## src/rtl/freelist_mp.sv

```systemverilog
// Multi-port free-tag pool: circular tag RAM, head/tail pointers, occupancy count.
// Define FREELIST_MP_DUPCHK_EN to add the free-vector duplicate-release checker.
module freelist_mp #(
    parameter int  ENTRY_COUNT = 16,
    parameter int  ENQ_PORTS   = 2,
    parameter int  DEQ_PORTS   = 2,
    localparam int TAG_W       = $clog2(ENTRY_COUNT),
    localparam int CNT_W       = $clog2(ENTRY_COUNT + 1)
) (
    input  logic                       clk,
    input  logic                       rst,
    input  logic [ENQ_PORTS-1:0]       enq_vld_i,
    input  logic [ENQ_PORTS*TAG_W-1:0] enq_tag_i,
    input  logic [DEQ_PORTS-1:0]       deq_vld_i,
    output logic [DEQ_PORTS-1:0]       deq_rdy_o,
    output logic [DEQ_PORTS*TAG_W-1:0] deq_tag_o,
    output logic [CNT_W-1:0]           free_cnt_o,
    output logic                       ovf_o,
    input  logic                       flush_i
`ifdef FREELIST_MP_DUPCHK_EN
    ,
    output logic                       dup_err_o
`endif
);

    localparam int            PW = CNT_W + 1;
    localparam logic [PW-1:0] NP = PW'(ENTRY_COUNT);

    logic [TAG_W-1:0]     ram_q [ENTRY_COUNT];
    logic [TAG_W-1:0]     ram_d [ENTRY_COUNT];
    logic [TAG_W-1:0]     head_q, head_d;
    logic [TAG_W-1:0]     tail_q, tail_d;
    logic [CNT_W-1:0]     count_q, count_d;
    logic [PW-1:0]        deq_cnt, wr_cnt, room;
    logic [ENQ_PORTS-1:0] enq_ok, wr_mask;
    logic [DEQ_PORTS-1:0] deq_gnt, vld_p1;
    logic                 ovf;

    // Modulo-N add by compare/subtract so non-power-of-two sizes wrap correctly
    function automatic logic [TAG_W-1:0] wrap_add(input logic [TAG_W-1:0] p,
                                                  input logic [PW-1:0]    off);
        logic [PW-1:0] s;
        s = PW'(p) + off;
        if (s >= NP) s = s - NP;
        return TAG_W'(s);
    endfunction

    always_comb begin
        deq_rdy_o = '0;
        deq_tag_o = '0;
        deq_gnt   = '0;
        deq_cnt   = '0;
        for (int i = 0; i < DEQ_PORTS; i++) begin
            deq_rdy_o[i] = count_q > CNT_W'(i);
            deq_tag_o[i*TAG_W +: TAG_W] = ram_q[wrap_add(head_q, PW'(i))];
            deq_gnt[i] = deq_vld_i[i] & deq_rdy_o[i];
            if (deq_gnt[i]) deq_cnt = deq_cnt + PW'(1);
        end
    end

`ifdef FREELIST_MP_DUPCHK_EN
    logic [ENTRY_COUNT-1:0] fv_q, fv_d;
    logic                   dup_q, dup_d, dup_hit;

    always_comb begin
        enq_ok  = '0;
        dup_hit = 1'b0;
        for (int j = 0; j < ENQ_PORTS; j++) begin
            if (enq_vld_i[j]) begin
                enq_ok[j] = 1'b1;
                if (PW'(enq_tag_i[j*TAG_W +: TAG_W]) >= NP)
                    enq_ok[j] = 1'b0;
                else if (fv_q[enq_tag_i[j*TAG_W +: TAG_W]])
                    enq_ok[j] = 1'b0;
                for (int k = 0; k < j; k++)
                    if (enq_vld_i[k] &&
                        enq_tag_i[k*TAG_W +: TAG_W] == enq_tag_i[j*TAG_W +: TAG_W])
                        enq_ok[j] = 1'b0;
                if (!enq_ok[j]) dup_hit = 1'b1;
            end
        end
    end

    always_comb begin
        fv_d  = fv_q;
        dup_d = dup_q | dup_hit;
        for (int i = 0; i < DEQ_PORTS; i++)
            if (deq_gnt[i]) fv_d[deq_tag_o[i*TAG_W +: TAG_W]] = 1'b0;
        for (int j = 0; j < ENQ_PORTS; j++)
            if (wr_mask[j]) fv_d[enq_tag_i[j*TAG_W +: TAG_W]] = 1'b1;
        if (flush_i) begin
            fv_d  = '1;
            dup_d = 1'b0;
        end
    end

    always_ff @(posedge clk or negedge rst) begin
        if (!rst) begin
            fv_q  <= '1;
            dup_q <= 1'b0;
        end else begin
            fv_q  <= fv_d;
            dup_q <= dup_d;
        end
    end

    assign dup_err_o = dup_q;
`else
    assign enq_ok = enq_vld_i;
`endif

    // Compact accepted releases from the tail; excess high ports are dropped
    always_comb begin
        ram_d   = ram_q;
        wr_cnt  = '0;
        wr_mask = '0;
        ovf     = 1'b0;
        room    = NP - PW'(count_q) + deq_cnt;
        for (int j = 0; j < ENQ_PORTS; j++) begin
            if (enq_ok[j]) begin
                if (wr_cnt < room) begin
                    ram_d[wrap_add(tail_q, wr_cnt)] = enq_tag_i[j*TAG_W +: TAG_W];
                    wr_mask[j] = 1'b1;
                    wr_cnt     = wr_cnt + PW'(1);
                end else begin
                    ovf = 1'b1;
                end
            end
        end
        head_d  = wrap_add(head_q, deq_cnt);
        tail_d  = wrap_add(tail_q, wr_cnt);
        count_d = CNT_W'(PW'(count_q) + wr_cnt - deq_cnt);
        if (flush_i) begin
            for (int i = 0; i < ENTRY_COUNT; i++) ram_d[i] = TAG_W'(i);
            head_d  = '0;
            tail_d  = '0;
            count_d = CNT_W'(ENTRY_COUNT);
            ovf     = 1'b0;
        end
    end

    always_ff @(posedge clk or negedge rst) begin
        if (!rst) begin
            for (int i = 0; i < ENTRY_COUNT; i++) ram_q[i] <= TAG_W'(i);
            head_q  <= '0;
            tail_q  <= '0;
            count_q <= CNT_W'(ENTRY_COUNT);
        end else begin
            ram_q   <= ram_d;
            head_q  <= head_d;
            tail_q  <= tail_d;
            count_q <= count_d;
        end
    end

    assign free_cnt_o = count_q;
    assign ovf_o      = ovf;

    assign vld_p1 = deq_vld_i + DEQ_PORTS'(1);

    deq_thermo_a: assert property (@(posedge clk) disable iff (!rst)
        (deq_vld_i & vld_p1) == '0);

endmodule

```

## config.mk

```make
export PLATFORM = sky130hd
export DESIGN_NAME = freelist_mp
export DESIGN_NICKNAME = d
export VERILOG_FILES = /design/src/rtl/freelist_mp.sv
export SDC_FILE = /design/constraint.sdc
export NUM_CORES = 1
export LEC_CHECK = 0
export ABC_CLOCK_PERIOD_IN_PS = 17900
export CAP_MARGIN = 0
export CORE_MARGIN = 2
export CORE_UTILIZATION = 50
export CTS_CLUSTER_DIAMETER = 100
export DETAILED_ROUTE_END_ITERATION = 10
export GPL_TIMING_DRIVEN = 0
export PLACE_DENSITY = 0.66
export SKIP_LAST_GASP = 1
export SLEW_MARGIN = 20
export SYNTH_ARGS = -nofsm -noshare
export SYNTH_HDL_FRONTEND = slang
export SYNTH_SLANG_ARGS = --single-unit
```

## constraint.sdc

```tcl
create_clock -name clk -period 17.9 [get_ports clk]
set_clock_uncertainty 0.2 [all_clocks]
set_input_delay 2.685 -clock clk [delete_from_list [all_inputs] [get_ports clk]]
set_output_delay 2.685 -clock clk [all_outputs]
set_load 0.02 [all_outputs]
```

==> impl_metrics.tcl <==
set metrics [dict create \
    status "finished clean" \
    core_um2 11300 \
    antenna_left 0 \
    cts_root_buf "clkbuf_16" \
    synth_cell_types 46 \
    drt_wl_total_mm 18.0 \
    pin_count 31 \
    start_kind "input port" \
    die_w_um 111 \
    area_growth_pct 13.8 \
    drive_gt1_share_pct 20.4 \
    start_util_pct 50.8 \
    peakVddDrop_mv 0.0762 \
    slowest_stage "clkdlybuf4s50_1" \
    drt_iter0_markers 555 \
    place_hpwl_mm 13.0 \
    ys_seq_elements 77 \
    clk_pin_slew_ns 0.07 \
    worst_pin_slew_ns 1.09 \
    rr_worst_depth 25 \
    synth_top_area_share_pct 19.2 \
    dpl_worst_slack_ns 8.44 \
    ys_seq_area_share_pct 34.4 \
    timing.final.crit_share_pct 52.8 \
    slowest_delay_ns 0.60 \
    cp_cell_sequence "clkdlybuf4s50_1, and2_1, ha_1, inv_1, ha_1, fa_1, nor2_2, or4b_4, a32oi_4, buf_6, buf_6, and3_1, clkdlybuf4s50_1" \
    viasPerCell 6.68 \
    syn_area_per_cell_um2 10.8 \
    cts_max_path_buffers 2 \
    setup_tns_ns 0 \
    post-route-worst-setup-slack_ns 8.45 \
    drv_cap 0 \
    finalMaxSlewViolations 0 \
    synth_edf_count 0 \
    synth_warnings 0 \
    syn_area_um2 5720 \
    seqCellArea_um2 1970 \
    portBuffers 27 \
    max_slew_margin_pct 27.2 \
    cts_resized 0 \
    multi_input_area_um2 3510 \
    first_pass_iters 5 \
    clk_latency_ns 0.35 \
    crit_required_ns 15.01 \
    fin_crit_ns 9.45 \
    powerDensity_nw_per_um2 139 \
    nets 609 \
    hold_class "reg -> reg" \
    final_common_cell "mux2i_1" \
    crit_cells 13 \
    max_freq_ghz 0.106 \
    async_flop_share_pct 100 \
    clkSinkCount 77 \
    critical_path_class "in -> out" \
    grt-ovfl-total 0 \
    fill_cells 981 \
    cts_tree "built" \
    crit_buf_inv 5 \
    holdPathStages 2 \
    antenna_found_initial 0 \
    rsz0062_at_grt "false" \
    critical_path.max_fanout 10 \
    yosysTopAreaCell "dfrtp_1" \
    drc 0 \
    arrival_ns 6.57 \
    grt_pass1_wl_mm 28.0 \
    diodes 0 \
    std_cell_rows 39 \
    die_area_um2 12300 \
    syn_nets 570 \
    first_global_vias 4814 \
    synth.area.top_cells "dfrtp_1 (19%), mux4_2 (16%), dfstp_2 (15%)" \
    routedWlPerCell_um 25.1 \
    htreeDepth 3 \
    gp_congestion 0.998 \
    cts_buffers 9 \
    grt_max_degree 50 \
    track_usage_pct 30.2 \
    post-cts-setup-buffers 0 \
    die-height_um 111 \
    crit_family "buffers and inverters" \
    crit_path_end_kind "primary output" \
    final-setup-viol-count 0 \
    vias 4789 \
    ys.flop_type "dfrtp_1" \
    cts_hold_buf 0 \
    total_leakage_power_nw 2.35 \
    syn-instance-count 530 \
    hold_violations 0 \
    final_cell_mix "mux2i_1 (63), a21oi_1 (49), dfrtp_1 (44), mux4_2 (40), nor2_1 (36)" \
]
==> path summary, 6_finish.rpt <==
check,start,end,slack [ns]
worst max-delay path,deq_vld_i[0],ovf_o,8.45
worst min-delay path,ram_q[38]$_DFF_PN1_,ram_q[38]$_DFF_PN1_,0.38
worst max register to register,free_cnt_o[3]$_DFF_PN0_,ram_q[3]$_DFF_PN1_,11.43
worst min register to register,ram_q[38]$_DFF_PN1_,ram_q[38]$_DFF_PN1_,0.38
max in group asynchronous,rst,ram_q[32]$_DFF_PN1_,14.78
min in group asynchronous,rst,free_cnt_o[1]$_DFF_PN0_,2.06
==> Yosys cell counts, drive strengths merged (2+ instances only) <==
master and instances:
inv 17, dfstp 33, dfrtp 44, a2111oi 5
and2 4, nor2 37, fa 5, nand3 20
nor3 6, xor2 3, mux4 40, o211ai 3
xnor2 8, o21ai 29, a31oi 4, a21oi 53
nand2b 6, nor2b 14, a211oi 7, buf 14
a22oi 27, a32oi 2, nand2 15, clkbuf 26
a21o 15, mux2i 63, ha 20
==> layer usage <==
metal	GRT usage, %	part of all wire, %
met5	0	0
met4	16.7	5.1
met3	5.69	9.7
met2	45.0	45
met1	42.0	40
==> worst reg2reg max path, delay by kind of cell, from the launching register on <==
family | cells | cell delay (ns)
adder cells (fa/ha/maj) | 6 | 1.65
buffers and inverters | 6 | 0.79
flip-flops | 1 | 0.39
AO/OA/AOI/OAI | 3 | 1.16
AND/OR/NAND/NOR | 9 | 2.03
XOR/XNOR | 1 | 0.19
==> sequential cells by signal (all words and copies together) (netlist names) <==
name and flops:
ram_q 64, head_q 4, free_cnt_o 5, tail_q 4
==> final cells by class <==
class                           count  area share [%]
Buffer                             40            2.82
Clock inverter                      5            1.29
Tap cell                          143            2.75
Multi-Input combinational cell    396            53.8
Timing Repair Buffer               28            4.53
Clock buffer                       11            3.57
Inverter                           17           0.980
Sequential cell                    77            30.2
==> metrics by stage <==
step | power (mW) | instance area [µm²] | std cells | hold slack [ns] | util (%)
CTS | 0.904 | 6510 | 717 | 0.375 | 57.8
global placement | 0.689 | 6170 | 700 | 0.361 | 54.8
global route | 0.959 | 6510 | 717 | 0.399 | 57.8
floorplan | 0.554 | 5720 | 530 | 0.342 | -
detailed placement | 0.699 | 6200 | 701 | 0.360 | 55.0
finish | 0.906 | 6510 | 717 | 0.377 | 57.8
==> logic make-up (layout without fill, tap and decap cells) <==
kind of cell	Yosys count	in the layout	share of synthesized area (%)
AOI/OAI and AO/OA	147	147	17.2
adders and majority gates	26	26	6.30
muxes	103	103	26.8
xor gates and xnor gates	11	11	1.68
DFF	77	77	34.4
and+or+nand+nor	109	109	9.34
buffers and inverters	57	101	4.33
==> report_power, final <==
part	total [mW]	internal (mW)	switching, mW
Combinational	0.476	0.208	0.269
Sequential	0.228	0.201	0.0269
Clock	0.202	0.123	0.0790
Total	0.906	0.531	0.375
Note: power is estimated with default switching activity, not from simulation.
